File: src/rtl/rdmem_burst_scheduler_if.sv
// Bus bundle for rdmem_burst_scheduler: host table writes, session control,
// shared memory read port and per-port consumer strobes.
interface rdmem_burst_scheduler_if #(
  parameter int PORT_W = 2,
  parameter int AW     = 16,
  parameter int LW     = 16
);
  localparam int NPORT = 2 ** PORT_W;

  logic              cfg_we;
  logic [PORT_W-1:0] cfg_port;
  logic [AW-1:0]     cfg_base;
  logic [LW-1:0]     cfg_len;
  logic              go;
  logic              exists;
  logic [NPORT-1:0]  in_rdy;
  logic              mem_rd;
  logic [AW-1:0]     mem_addr;
  logic [PORT_W-1:0] sel;
  logic [NPORT-1:0]  send;
  logic              busy;
  logic              done;

  modport master (
    output cfg_we, cfg_port, cfg_base, cfg_len, go, exists, in_rdy,
    input  mem_rd, mem_addr, sel, send, busy, done
  );

  modport slave (
    input  cfg_we, cfg_port, cfg_base, cfg_len, go, exists, in_rdy,
    output mem_rd, mem_addr, sel, send, busy, done
  );
endinterface

File: src/rtl/rdmem_burst_scheduler.sv
// Shares one memory read port among NPORT stream ports in bursts of up to BURST words.
// Define RDMEM_SCHED_PRIO_EN for fixed lowest-index-first arbitration instead of round-robin.
//
// state | meaning
// IDLE  | no session; table writable, waiting for go
// ARB   | searching for a port with act && in_rdy
// XFER  | read port granted to sel; one word per exists && in_rdy[sel]
// NEXT  | burst finished; retire drained port, end session or re-arbitrate
module rdmem_burst_scheduler #(
  parameter int PORT_W = 2,
  parameter int AW     = 16,
  parameter int LW     = 16,
  parameter int BURST  = 8
) (
  input logic clk,
  input logic rst,
  rdmem_burst_scheduler_if.slave bus
);
  localparam int NPORT = 2 ** PORT_W;

  typedef enum logic [1:0] {
    S_IDLE,
    S_ARB,
    S_XFER,
    S_NEXT
  } state_t;

  state_t state, state_nxt;

  logic [AW-1:0]     ptr [NPORT];
  logic [LW-1:0]     rem [NPORT];
  logic [NPORT-1:0]  act;
  logic [PORT_W-1:0] sel;
  logic [LW-1:0]     bleft;
  logic              empty_go_q;
`ifndef RDMEM_SCHED_PRIO_EN
  logic [PORT_W-1:0] last;
  logic [PORT_W-1:0] rr_idx;
`endif

  logic              busy_int;
  logic              fin;
  logic              cfg_ok;
  logic              xfer;
  logic              last_word;
  logic              burst_end;
  logic              hit;
  logic [PORT_W-1:0] pick;
  logic [NPORT-1:0]  elig;
  logic [NPORT-1:0]  act_cfg;
  logic [NPORT-1:0]  act_next;

  assign elig      = act & bus.in_rdy;
  assign xfer      = (state == S_XFER) && bus.exists && bus.in_rdy[sel];
  assign last_word = (rem[sel] == LW'(1));
  assign burst_end = (bleft == LW'(1));
  assign fin       = (state == S_NEXT) && (act_next == '0);
  assign busy_int  = (state != S_IDLE) && !fin;
  assign cfg_ok    = bus.cfg_we && !busy_int;

  // act as go will see it: a write in the same cycle lands first
  always_comb begin
    act_cfg = act;
    if (cfg_ok) begin
      act_cfg[bus.cfg_port] = (bus.cfg_len != '0);
    end
  end

  always_comb begin
    act_next = act;
    if ((state == S_NEXT) && (rem[sel] == '0)) begin
      act_next[sel] = 1'b0;
    end
  end

`ifdef RDMEM_SCHED_PRIO_EN
  always_comb begin
    hit  = 1'b0;
    pick = '0;
    for (int i = NPORT - 1; i >= 0; i--) begin
      if (elig[i]) begin
        hit  = 1'b1;
        pick = PORT_W'(i);
      end
    end
  end
`else
  // Walk candidates from farthest to nearest so last+1 ends up winning.
  always_comb begin
    hit    = 1'b0;
    pick   = '0;
    rr_idx = '0;
    for (int k = NPORT; k >= 1; k--) begin
      rr_idx = last + PORT_W'(k);
      if (elig[rr_idx]) begin
        hit  = 1'b1;
        pick = rr_idx;
      end
    end
  end
`endif

  always_comb begin
    state_nxt = state;
    unique case (state)
      S_IDLE: begin
        if (bus.go && (act_cfg != '0)) begin
          state_nxt = S_ARB;
        end
      end
      S_ARB: begin
        if (hit) begin
          state_nxt = S_XFER;
        end
      end
      S_XFER: begin
        if (!bus.in_rdy[sel]) begin
          state_nxt = S_ARB;
        end else if (xfer && (burst_end || last_word)) begin
          state_nxt = S_NEXT;
        end
      end
      S_NEXT: begin
        state_nxt = (act_next == '0) ? S_IDLE : S_ARB;
      end
      default: state_nxt = S_IDLE;
    endcase
  end

  always_ff @(posedge clk) begin
    if (rst) begin
      state      <= S_IDLE;
      act        <= '0;
      sel        <= '0;
      bleft      <= '0;
      empty_go_q <= 1'b0;
`ifndef RDMEM_SCHED_PRIO_EN
      last       <= '1;
`endif
      for (int i = 0; i < NPORT; i++) begin
        ptr[i] <= '0;
        rem[i] <= '0;
      end
    end else begin
      state      <= state_nxt;
      empty_go_q <= (state == S_IDLE) && bus.go && (act_cfg == '0);
      act        <= act_next;

      if ((state == S_ARB) && hit) begin
        sel   <= pick;
        bleft <= LW'(BURST);
`ifndef RDMEM_SCHED_PRIO_EN
        last  <= pick;
`endif
      end

      if (xfer) begin
        ptr[sel] <= ptr[sel] + AW'(1);
        rem[sel] <= rem[sel] - LW'(1);
        bleft    <= bleft - LW'(1);
      end

      // placed last so a host write wins over the retire clear in the final NEXT cycle
      if (cfg_ok) begin
        ptr[bus.cfg_port] <= bus.cfg_base;
        rem[bus.cfg_port] <= bus.cfg_len;
        act[bus.cfg_port] <= (bus.cfg_len != '0);
      end
    end
  end

  assign bus.mem_rd   = xfer;
  assign bus.send     = xfer ? (NPORT'(1) << sel) : '0;
  assign bus.mem_addr = ptr[sel];
  assign bus.sel      = sel;
  assign bus.busy     = busy_int;
  assign bus.done     = fin || empty_go_q;
endmodule

File: src/flat_wrapper.sv
// flat-port wrapper written by rule: the top's interface ports become plain ports
module rdmem_burst_scheduler_flat 
#(
  parameter int PORT_W = 2,
  parameter int AW     = 16,
  parameter int LW     = 16,
  parameter int BURST  = 8
)
  (clk, rst, bus_cfg_we, bus_cfg_port, bus_cfg_base, bus_cfg_len, bus_go, bus_exists, bus_in_rdy, bus_mem_rd, bus_mem_addr, bus_sel, bus_send, bus_busy, bus_done);
  rdmem_burst_scheduler_if #(.PORT_W(PORT_W), .AW(AW), .LW(LW)) bus_i ();
  input logic clk;
  input logic rst;
  input wire logic [$bits(bus_i.cfg_we)-1:0] bus_cfg_we;
  input wire logic [$bits(bus_i.cfg_port)-1:0] bus_cfg_port;
  input wire logic [$bits(bus_i.cfg_base)-1:0] bus_cfg_base;
  input wire logic [$bits(bus_i.cfg_len)-1:0] bus_cfg_len;
  input wire logic [$bits(bus_i.go)-1:0] bus_go;
  input wire logic [$bits(bus_i.exists)-1:0] bus_exists;
  input wire logic [$bits(bus_i.in_rdy)-1:0] bus_in_rdy;
  output wire logic [$bits(bus_i.mem_rd)-1:0] bus_mem_rd;
  output wire logic [$bits(bus_i.mem_addr)-1:0] bus_mem_addr;
  output wire logic [$bits(bus_i.sel)-1:0] bus_sel;
  output wire logic [$bits(bus_i.send)-1:0] bus_send;
  output wire logic [$bits(bus_i.busy)-1:0] bus_busy;
  output wire logic [$bits(bus_i.done)-1:0] bus_done;
  assign bus_i.cfg_we = bus_cfg_we;
  assign bus_i.cfg_port = bus_cfg_port;
  assign bus_i.cfg_base = bus_cfg_base;
  assign bus_i.cfg_len = bus_cfg_len;
  assign bus_i.go = bus_go;
  assign bus_i.exists = bus_exists;
  assign bus_i.in_rdy = bus_in_rdy;
  assign bus_mem_rd = bus_i.mem_rd;
  assign bus_mem_addr = bus_i.mem_addr;
  assign bus_sel = bus_i.sel;
  assign bus_send = bus_i.send;
  assign bus_busy = bus_i.busy;
  assign bus_done = bus_i.done;
  rdmem_burst_scheduler #(.PORT_W(PORT_W), .AW(AW), .LW(LW), .BURST(BURST)) u_core (.clk(clk), .rst(rst), .bus(bus_i));
endmodule
File: config.mk
export PLATFORM = sky130hd
export DESIGN_NAME = rdmem_burst_scheduler_flat
export DESIGN_NICKNAME = d
export VERILOG_FILES = /design/src/rtl/rdmem_burst_scheduler_if.sv /design/src/rtl/rdmem_burst_scheduler.sv /design/src/flat_wrapper.sv
export SDC_FILE = /design/constraint.sdc
export NUM_CORES = 1
export LEC_CHECK = 0
export BUFFER_PORTS_ARGS = -buffer_cell sky130_fd_sc_hd__buf_2
export CELL_PAD_IN_SITES_DETAIL_PLACEMENT = 1
export CELL_PAD_IN_SITES_GLOBAL_PLACEMENT = 2
export CORE_MARGIN = 5
export CORE_UTILIZATION = 41
export CTS_CLUSTER_SIZE = 16
export DETAILED_ROUTE_END_ITERATION = 10
export GPL_TIMING_DRIVEN = 0
export PLACE_DENSITY_LB_ADDON = 0.1
export RECOVER_POWER = 100
export SKIP_CTS_REPAIR_TIMING = 1
export SYNTH_ARGS = -nofsm -noshare
export SYNTH_HDL_FRONTEND = slang
export SYNTH_SLANG_ARGS = --single-unit
File: constraint.sdc
create_clock -name clk -period 6 [get_ports clk]
set_clock_uncertainty 0.2 [all_clocks]
set_input_delay 0.9 -clock clk [delete_from_list [all_inputs] [get_ports clk]]
set_output_delay 0.9 -clock clk [all_outputs]
set_load 0.05 [all_outputs]
==> flow_metrics.tcl, run 1 <==
set metrics [dict create \
    die_h_um 148.9 \
    hp-class "register to register" \
    ios 68 \
    critPathKind "register to primary output" \
    port_buffers 66 \
    layout_common_cells "nor2_1 (139), edfxtp_1 (128), buf_2 (52)" \
    synth_fp_nets 717 \
    htree_levels 4 \
    dp_hpwl_um 15290 \
    critPathSlowestCell "dfxtp_1" \
    antenna_found_initial 0 \
    fin_setup_tns_ns 0 \
    ys_seq_area_frac 0.5590 \
    crit_required_ns 4.90 \
    reg2reg_slack_ns 0.32 \
    hold_viol_final 0 \
    syn_area_per_cell_sq_um 11.85 \
    relSlewSlack 0.3549 \
    syn_area_sq_um 7915 \
    p_per_area_nw_per_um2 306.6 \
    wirelength_um 22100 \
    post-route-util 0.4856 \
    clkSlewWorstSetupHoldPaths_ns 0.06 \
    drt_iter0_markers 355 \
    dp_slack_ns 0.3031 \
    insertedDiodeCount 0 \
    firstDrtPassIters 5 \
    synth_enable_flop_cells 128 \
    rows 50 \
    core_sq_um 18830 \
    grt_use_total 0.2055 \
    worstSkewPairLatency_ns 0.44 \
    overflow 0 \
    timing.hold.ws_ns 0.3003 \
    final_common_cell "nor2_1" \
    clock_path_buffers 2 \
    rr_worst_depth 16 \
    ys_async_sr_fraction 0 \
    cp_data_arrival_time_ns 4.59 \
    cts_made_buffers 17 \
    r2r-end "u_core.rem[1][1]" \
    syn-instance-count 668 \
    path_cells "clkbuf_2 > buf_2 > buf_2 > mux4_2 > inv_1 > ha_1 > nand3_1 > nor3_1 > nand4_2 > o31ai_2 > and4_1 > a21o_1 > clkbuf_2" \
    routedWlPerCell_um 21.48 \
    end_kind "primary output" \
    vias 5686 \
    drcViolationCount 0 \
    report.power.total_mw 2.804 \
    power_leakage_nw 3.402 \
    hold_end "u_core.bleft[9]" \
    synthToLayoutAreaGrowth_pct 15.52 \
    fmax_mhz 175.6 \
    fin_crit_sh 0.9491 \
    yosysWarnings 0 \
    ys_ff_latch 157 \
    worst_slack_ns 0.3052 \
    clkSinkCount 157 \
    crit_fanout 10 \
    drv_slew 0 \
    yosysUniqueCellTypes 61 \
    cts.root.buffer_cell "clkbuf_16" \
    max-cap-violations 0 \
    grt_first_pass_wirelength_um 34440 \
    via_per_inst 5.526 \
    drtAntennaViolNets 0 \
    setup_viol 0 \
    grt_max_degree 28 \
    worstHoldStart "u_core.bleft[9]" \
    dieWidth_um 148.9 \
    cts_tree "built" \
    synth_ff_type "edfxtp_1" \
    startpoint_type "register" \
    min_period_ns 5.695 \
    rsz0062_at_grt "false" \
    critPathMaxStageDelay_ns 0.55 \
    gp_congestion 0.8527 \
    dieArea_sq_um 22180 \
    status "finished, final reports clean" \
    first_global_vias 6204 \
    min_path_cells 2 \
    worst_slew_pin_slew_ns 0.9676 \
    ir_drop_v 0.0002155 \
    drive_above_1_share 0.1938 \
    fin_nets 806 \
    fill_cells 2020 \
    start_util 0.4203 \
]
## layer usage
layer	vias to the layer above	global-route usage	wire [um]
li1	2632	-	-
met1	2896	0.2694	9840
met2	130	0.3467	10870
met3	28	0.03525	991
met4	0	0.06957	396
met5	-	0	0
## cells in the mapped netlist (15+ instances only)
| master | n | share of area |
|---|---|---|
| nand2_1 | 29 | 0.014 |
| dfxtp_1 | 29 | 0.073 |
| clkbuf_1 | 16 | 0.0076 |
| inv_2 | 15 | 0.0071 |
| nand3_1 | 15 | 0.0095 |
| a22oi_2 | 19 | 0.030 |
| edfxtp_1 | 128 | 0.49 |
| xor2_1 | 18 | 0.020 |
| nor2_1 | 139 | 0.066 |
| a21oi_1 | 28 | 0.018 |
| mux4_2 | 33 | 0.094 |
| inv_1 | 31 | 0.015 |
| nor3_1 | 17 | 0.011 |
## cell families (layout without fill, tap and decap cells)
logic type                 Yosys count  count (layout)  share of synthesized area
xor gates and xnor gates            28              28                    0.03098
AOI/OAI and AO/OA                   94              94                    0.09406
buffers and inverters               79             180                    0.04458
DFF                                157             157                     0.5590
muxes                               39              39                     0.1023
adders and majority gates            6               6                   0.009484
and+or+nand+nor                    265             265                     0.1597
## worst max-delay path by stage
stage                         from                end  slack [ns]  cells past startpoint
final                     register           bus_done        0.31                     13
after global routing      register   u_core.rem[1][1]        0.04                     16
after CTS                 register           bus_done        0.04                     13
after detailed placement  register   u_core.ptr[0][6]        0.30                     16
after global placement    register  u_core.ptr[1][14]       -0.80                     15
after floorplan           register   u_core.ptr[1][0]        1.25                     16
## worst max-delay path, delay by kind of cell, from the launching register on
| kind | cells | cell delay (ns) |
|---|---|---|
| buffers and inverters | 5 | 1.55 |
| AOI/OAI and AO/OA | 2 | 0.54 |
| muxes | 1 | 0.37 |
| DFF | 1 | 0.55 |
| and+or+nand+nor | 4 | 0.94 |
| adders and majority gates | 1 | 0.20 |
## area by class of cell
cell class	instances	area, sq um	area share
timing repair buffer	70	399.1	0.04365
clock inverter	12	193.9	0.02121
buffer	33	160.2	0.01752
tap	260	325.3	0.03558
sequential	157	4424	0.4839
clock buffer	19	432.9	0.04735
multi-input combinational	432	3035	0.3320
inverter	46	172.7	0.01888
## power by group
group	switching (mW)	internal, mW
logic	0.246	0.116
clock network	0.437	0.733
registers	0.0236	1.25
total	0.706	2.10
## per-stage QoR
stage               area, sq um  instances
floorplan                  7915        668
global placement           8571        994
detailed placement         8675        998
CTS                        9301       1029
global route               9144       1029
finish                     9144       1029
## state kept, by name, indices dropped and copies added, names as in the netlist, named ones only
| signal | flops |
|---|---|
| u_core.bus.sel | 2 |
| u_core.ptr | 64 |
| u_core.state | 2 |
| u_core.empty_go_q | 1 |
| u_core.last | 2 |
| u_core.rem | 64 |
| u_core.act | 4 |
| u_core.bleft | 16 |
(Power assumes the default switching activity.)
==> run 2, diff against run 1 <==
--- a/config.mk
+++ b/config.mk
@@ -9,7 +9,7 @@
 export CELL_PAD_IN_SITES_DETAIL_PLACEMENT = 1
 export CELL_PAD_IN_SITES_GLOBAL_PLACEMENT = 2
 export CORE_MARGIN = 5
-export CORE_UTILIZATION = 41
+export CORE_UTILIZATION = 40
 export CTS_CLUSTER_SIZE = 16
 export DETAILED_ROUTE_END_ITERATION = 10
 export GPL_TIMING_DRIVEN = 0
==> flow_metrics.tcl, run 2 (synthesized netlist as in run 1, its figures left out) <==
set metrics [dict create \
    antenna_found_initial 0 \
    dp_hpwl_um 15630 \
    max-cap-violations 0 \
    r2r-end "u_core.rem[1][0]" \
    clkSlewWorstSetupHoldPaths_ns 0.07 \
    cts_tree "built" \
    fin_crit_sh 0.9432 \
    worstSkewPairLatency_ns 0.44 \
    power_leakage_nw 3.380 \
    vias 5572 \
    fill_cells 2138 \
    htree_levels 4 \
    drt_iter0_markers 278 \
    gp_congestion 0.7948 \
    die_h_um 150.7 \
    p_per_area_nw_per_um2 297.9 \
    grt_max_degree 24 \
    clkSinkCount 157 \
    worstHoldStart "u_core.bleft[9]" \
    grt_use_total 0.2017 \
    dieArea_sq_um 22700 \
    rows 51 \
    timing.hold.ws_ns 0.3118 \
    first_global_vias 6166 \
    routedWlPerCell_um 21.07 \
    drtAntennaViolNets 0 \
    wirelength_um 21810 \
    min_path_cells 2 \
    post-route-util 0.4666 \
    dieWidth_um 150.7 \
    min_period_ns 5.659 \
    final_common_cell "nor2_1" \
    setup_viol 0 \
    port_buffers 66 \
    status "finished, final reports clean" \
    reg2reg_slack_ns 0.38 \
    ios 68 \
    drv_slew 0 \
    layout_common_cells "nor2_1 (139), edfxtp_1 (128), buf_2 (56)" \
    via_per_inst 5.384 \
    rsz0062_at_grt "false" \
    cp_data_arrival_time_ns 4.56 \
    worst_slew_pin_slew_ns 0.8176 \
    hp-class "register to register" \
    fmax_mhz 176.7 \
    drcViolationCount 0 \
    start_util 0.4067 \
    wl_met2_um 11360 \
    drive_above_1_share 0.2065 \
    reg_top3 "u_core.ptr: 64 flops, u_core.rem: 64 flops, u_core.bleft: 16 flops" \
    dpl.cell_count 1003 \
    startpoint_type "register" \
    cts.root.buffer_cell "clkbuf_16" \
    ir_drop_v 0.0001888 \
    fin_nets 806 \
    crit_required_ns 4.90 \
    placed_cell_area_sq_um 8666 \
    core_sq_um 19460 \
    wl_met1_um 9422 \
    dr.max_layer_used "met4" \
    insertedDiodeCount 0 \
    critPathKind "register to primary output" \
    grt_first_pass_wirelength_um 34320 \
    relSlewSlack 0.4524 \
    end_kind "primary output" \
    clock_path_buffers 2 \
    stdcell_count 1035 \
    hold_viol_final 0 \
    firstDrtPassIters 4 \
    hold_end "u_core.bleft[9]" \
    overflow 0 \
    cts_made_buffers 17 \
    synthToLayoutAreaGrowth_pct 14.73 \
    crit_fanout 10 \
    route.met3.wl_um 785 \
    fin_area_sq_um 9081 \
    rr_worst_depth 16 \
]
[run 2: cell count changes in the layout (fill, tap and decap cells not counted), moves of 2 or more]
cell	previous run	this run
clkbuf_1	41	35
inv_8	0	2
clkinv_1	4	2
buf_16	2	0
buf_2	52	56
bufinv_16	5	1
inv_6	1	5
[run 2: stage by stage]
| stage | power, mW | setup WS (ns) | setup TNS [ns] |
|---|---|---|---|
| detailed placement | 1.672 | 0.1685 | 0 |
| finish | 2.705 | 0.3406 | 0 |
| global route | 2.804 | 0.08473 | 0 |
| global placement | 1.653 | -0.7028 | -42.02 |
| floorplan | 1.544 | 1.255 | 0 |
| CTS | 2.746 | 0.01644 | 0 |
[run 2: report_power, final]
part	total (mW)	leakage, nW	switching (mW)	internal, mW
combinational	0.354	1.53	0.242	0.113
clock	1.08	0.274	0.494	0.586
sequential	1.27	1.57	0.0237	1.25
[run 2: critical path, cell delays in order, from the launching register on]
cell      delay [ns]
dfxtp_1         0.56
clkbuf_2        0.36
buf_2           0.36
buf_2           0.35
mux4_2          0.37
inv_1           0.16
ha_1            0.20
nand3_1         0.09
nor3_1          0.22
nand4_2         0.24
o31ai_2         0.32
and4_1          0.38
a21o_1          0.19
clkbuf_2        0.28
[run 2: worst max path at each step]
stage	from	end	slack [ns]	cells past startpoint
final	register	bus_done	0.34	13
after global routing	register	u_core.rem[3][1]	0.08	15
after CTS	register	bus_done	0.02	13
after detailed placement	register	u_core.ptr[1][13]	0.17	16
after global placement	register	u_core.ptr[1][13]	-0.70	15
after floorplan	register	u_core.ptr[1][0]	1.25	16
[run 2: area by class of cell]
cell class | count | area (sq um) | share of cell area
inverters | 46 | 172.7 | 0.01901
clock inverters | 15 | 156.4 | 0.01722
clock buffers | 17 | 425.4 | 0.04684
flip-flops and latches | 157 | 4424 | 0.4872
plain buffers | 33 | 162.7 | 0.01791
multi-input cells | 432 | 3040 | 0.3348
well taps | 265 | 331.6 | 0.03651
repair buffers | 70 | 367.9 | 0.04051
[run 2: metal layers]
layer,track usage,vias to the layer above
li1,-,2634
met1,0.2518,2845
met2,0.3622,76
met3,0.03311,17
met4,0.05485,0
met5,0,-
==> run 3, diff against run 2 <==
--- a/config.mk
+++ b/config.mk
@@ -13,7 +13,7 @@
 export CTS_CLUSTER_SIZE = 16
 export DETAILED_ROUTE_END_ITERATION = 10
 export GPL_TIMING_DRIVEN = 0
-export PLACE_DENSITY_LB_ADDON = 0.1
+export PLACE_DENSITY = 0.89
 export RECOVER_POWER = 100
 export SKIP_CTS_REPAIR_TIMING = 1
 export SYNTH_ARGS = -nofsm -noshare
==> flow_metrics.tcl, run 3 (synthesized netlist as in run 1, its figures left out) <==
set metrics [dict create \
    cts_tree "built" \
    power.share.sequential 0.465 \
    layout_common_cells "nor2_1 (139), edfxtp_1 (128), buf_2 (55)" \
    stdcell_count 1033 \
    dieWidth_um 150.7 \
    core_sq_um 19460 \
    relSlewSlack 0.3575 \
    drt_iter0_markers 285 \
    dpl.cell_count 1001 \
    gp_congestion 0.9057 \
    cts.root.buffer_cell "clkbuf_16" \
    fill_cells 2111 \
    cp_data_arrival_time_ns 4.45 \
    fmax_mhz 180.1 \
    fin_nets 804 \
    drtAntennaViolNets 0 \
    ir_drop_v 0.0002048 \
    hold_viol_final 0 \
    groute.layer.met2.usage 0.3456 \
    worstSkewPairLatency_ns 0.43 \
    worst_slack_ns 0.4484 \
    insertedDiodeCount 0 \
    final_common_cell "nor2_1" \
    status "finished, final reports clean" \
    vias 5730 \
    grt_first_pass_wirelength_um 33350 \
    startpoint_type "register" \
    end_kind "primary output" \
    reg_top3 "u_core.ptr: 64 flops, u_core.rem: 64 flops, u_core.bleft: 16 flops" \
    grtUsageMet3 0.03492 \
    overflow 0 \
    switchingPower_mw 0.7460 \
    comb_power_share 0.129 \
    clock_path_buffers 2 \
    grt_use_total 0.1939 \
    firstDrtPassIters 5 \
    synthToLayoutAreaGrowth_pct 14.64 \
    antenna_found_initial 0 \
    dp_hpwl_um 15200 \
    fin_crit_sh 0.9253 \
    rsz0062_at_grt "false" \
    drv_slew 0 \
    routedWlPerCell_um 20.70 \
    power_leakage_nw 3.383 \
    setup_viol 0 \
    htree_levels 4 \
    drive_above_1_share 0.2083 \
    post-route-util 0.4662 \
    reg2reg_slack_ns 0.46 \
    rows 51 \
    placed_cell_area_sq_um 8626 \
    p_sw_frac 0.2730 \
    drcViolationCount 0 \
    dp_slack_ns 0.3300 \
    dieArea_sq_um 22700 \
    via_per_inst 5.547 \
    wirelength_um 21390 \
    gr-usage-met1 0.2380 \
    min_period_ns 5.552 \
    clkSinkCount 157 \
    p_per_area_nw_per_um2 301.2 \
    worst_slew_pin_slew_ns 0.9603 \
    port_buffers 66 \
    hp-class "register to register" \
    clkSlewWorstSetupHoldPaths_ns 0.07 \
    report.power.total_mw 2.733 \
    crit_fanout 10 \
    start_util 0.4067 \
    ios 68 \
    die_h_um 150.7 \
    cts_made_buffers 17 \
    max-cap-violations 0 \
    crit_required_ns 4.90 \
    p_int_mw 1.987 \
    first_global_vias 6163 \
    fin_area_sq_um 9074 \
    grt_max_degree 33 \
    power_frac_clock 0.405 \
    critPathKind "register to primary output" \
    busiest_layer "met2" \
]
run 3: final cells by class:
class,count,area (sq um),share of cell area
clock buffers,17,425.4,0.04688
well taps,265,331.6,0.03654
plain buffers,33,162.7,0.01793
flip-flops and latches,157,4424,0.4876
multi-input cells,432,3049,0.3360
repair buffers,68,330.3,0.03640
inverters,46,172.7,0.01903
clock inverters,15,177.7,0.01958
run 3: worst max-delay path, stage by stage, from the launching register on:
cell      delay (ns)
dfxtp_1         0.50
clkbuf_2        0.37
buf_2           0.35
buf_2           0.34
mux4_2          0.37
inv_1           0.16
ha_1            0.19
nand3_1         0.09
nor3_1          0.21
nand4_2         0.25
o31ai_2         0.33
and4_1          0.37
a21o_1          0.18
clkbuf_2        0.28
run 3: routing by layer:
metal | wire length [um] | up-vias
li1 | - | 2623
met5 | 0 | -
met1 | 9158 | 2944
met2 | 11060 | 131
met3 | 783 | 32
met4 | 384 | 0
run 3: path summary, 6_finish.rpt:
path                        start  cells after the start                 to
setup / recovery         register                     13           bus_done
setup reg to reg         register                     16  u_core.ptr[1][14]
hold / removal    u_core.bleft[9]                      2    u_core.bleft[9]
hold reg to reg   u_core.bleft[9]                      2    u_core.bleft[9]
run 3: through the flow:
step | setup TNS (ns) | hold slack, ns
3_3_place_gp | -30.04 | 0.2746
3_5_place_dp | 0 | 0.2851
6_report | 0 | 0.2952
5_1_grt | 0 | 0.3270
4_1_cts | 0 | 0.2942
2_1_floorplan | 0 | 0.2599
run 3: power by group through the flow:
stage               Combinational, mW  Sequential, mW  Clock, mW
finish                          0.353            1.27       1.11
global route                    0.380            1.28       1.17
CTS                             0.372            1.27       1.12
detailed placement              0.369            1.30          0
global placement                0.353            1.29          0
floorplan                       0.256            1.29          0
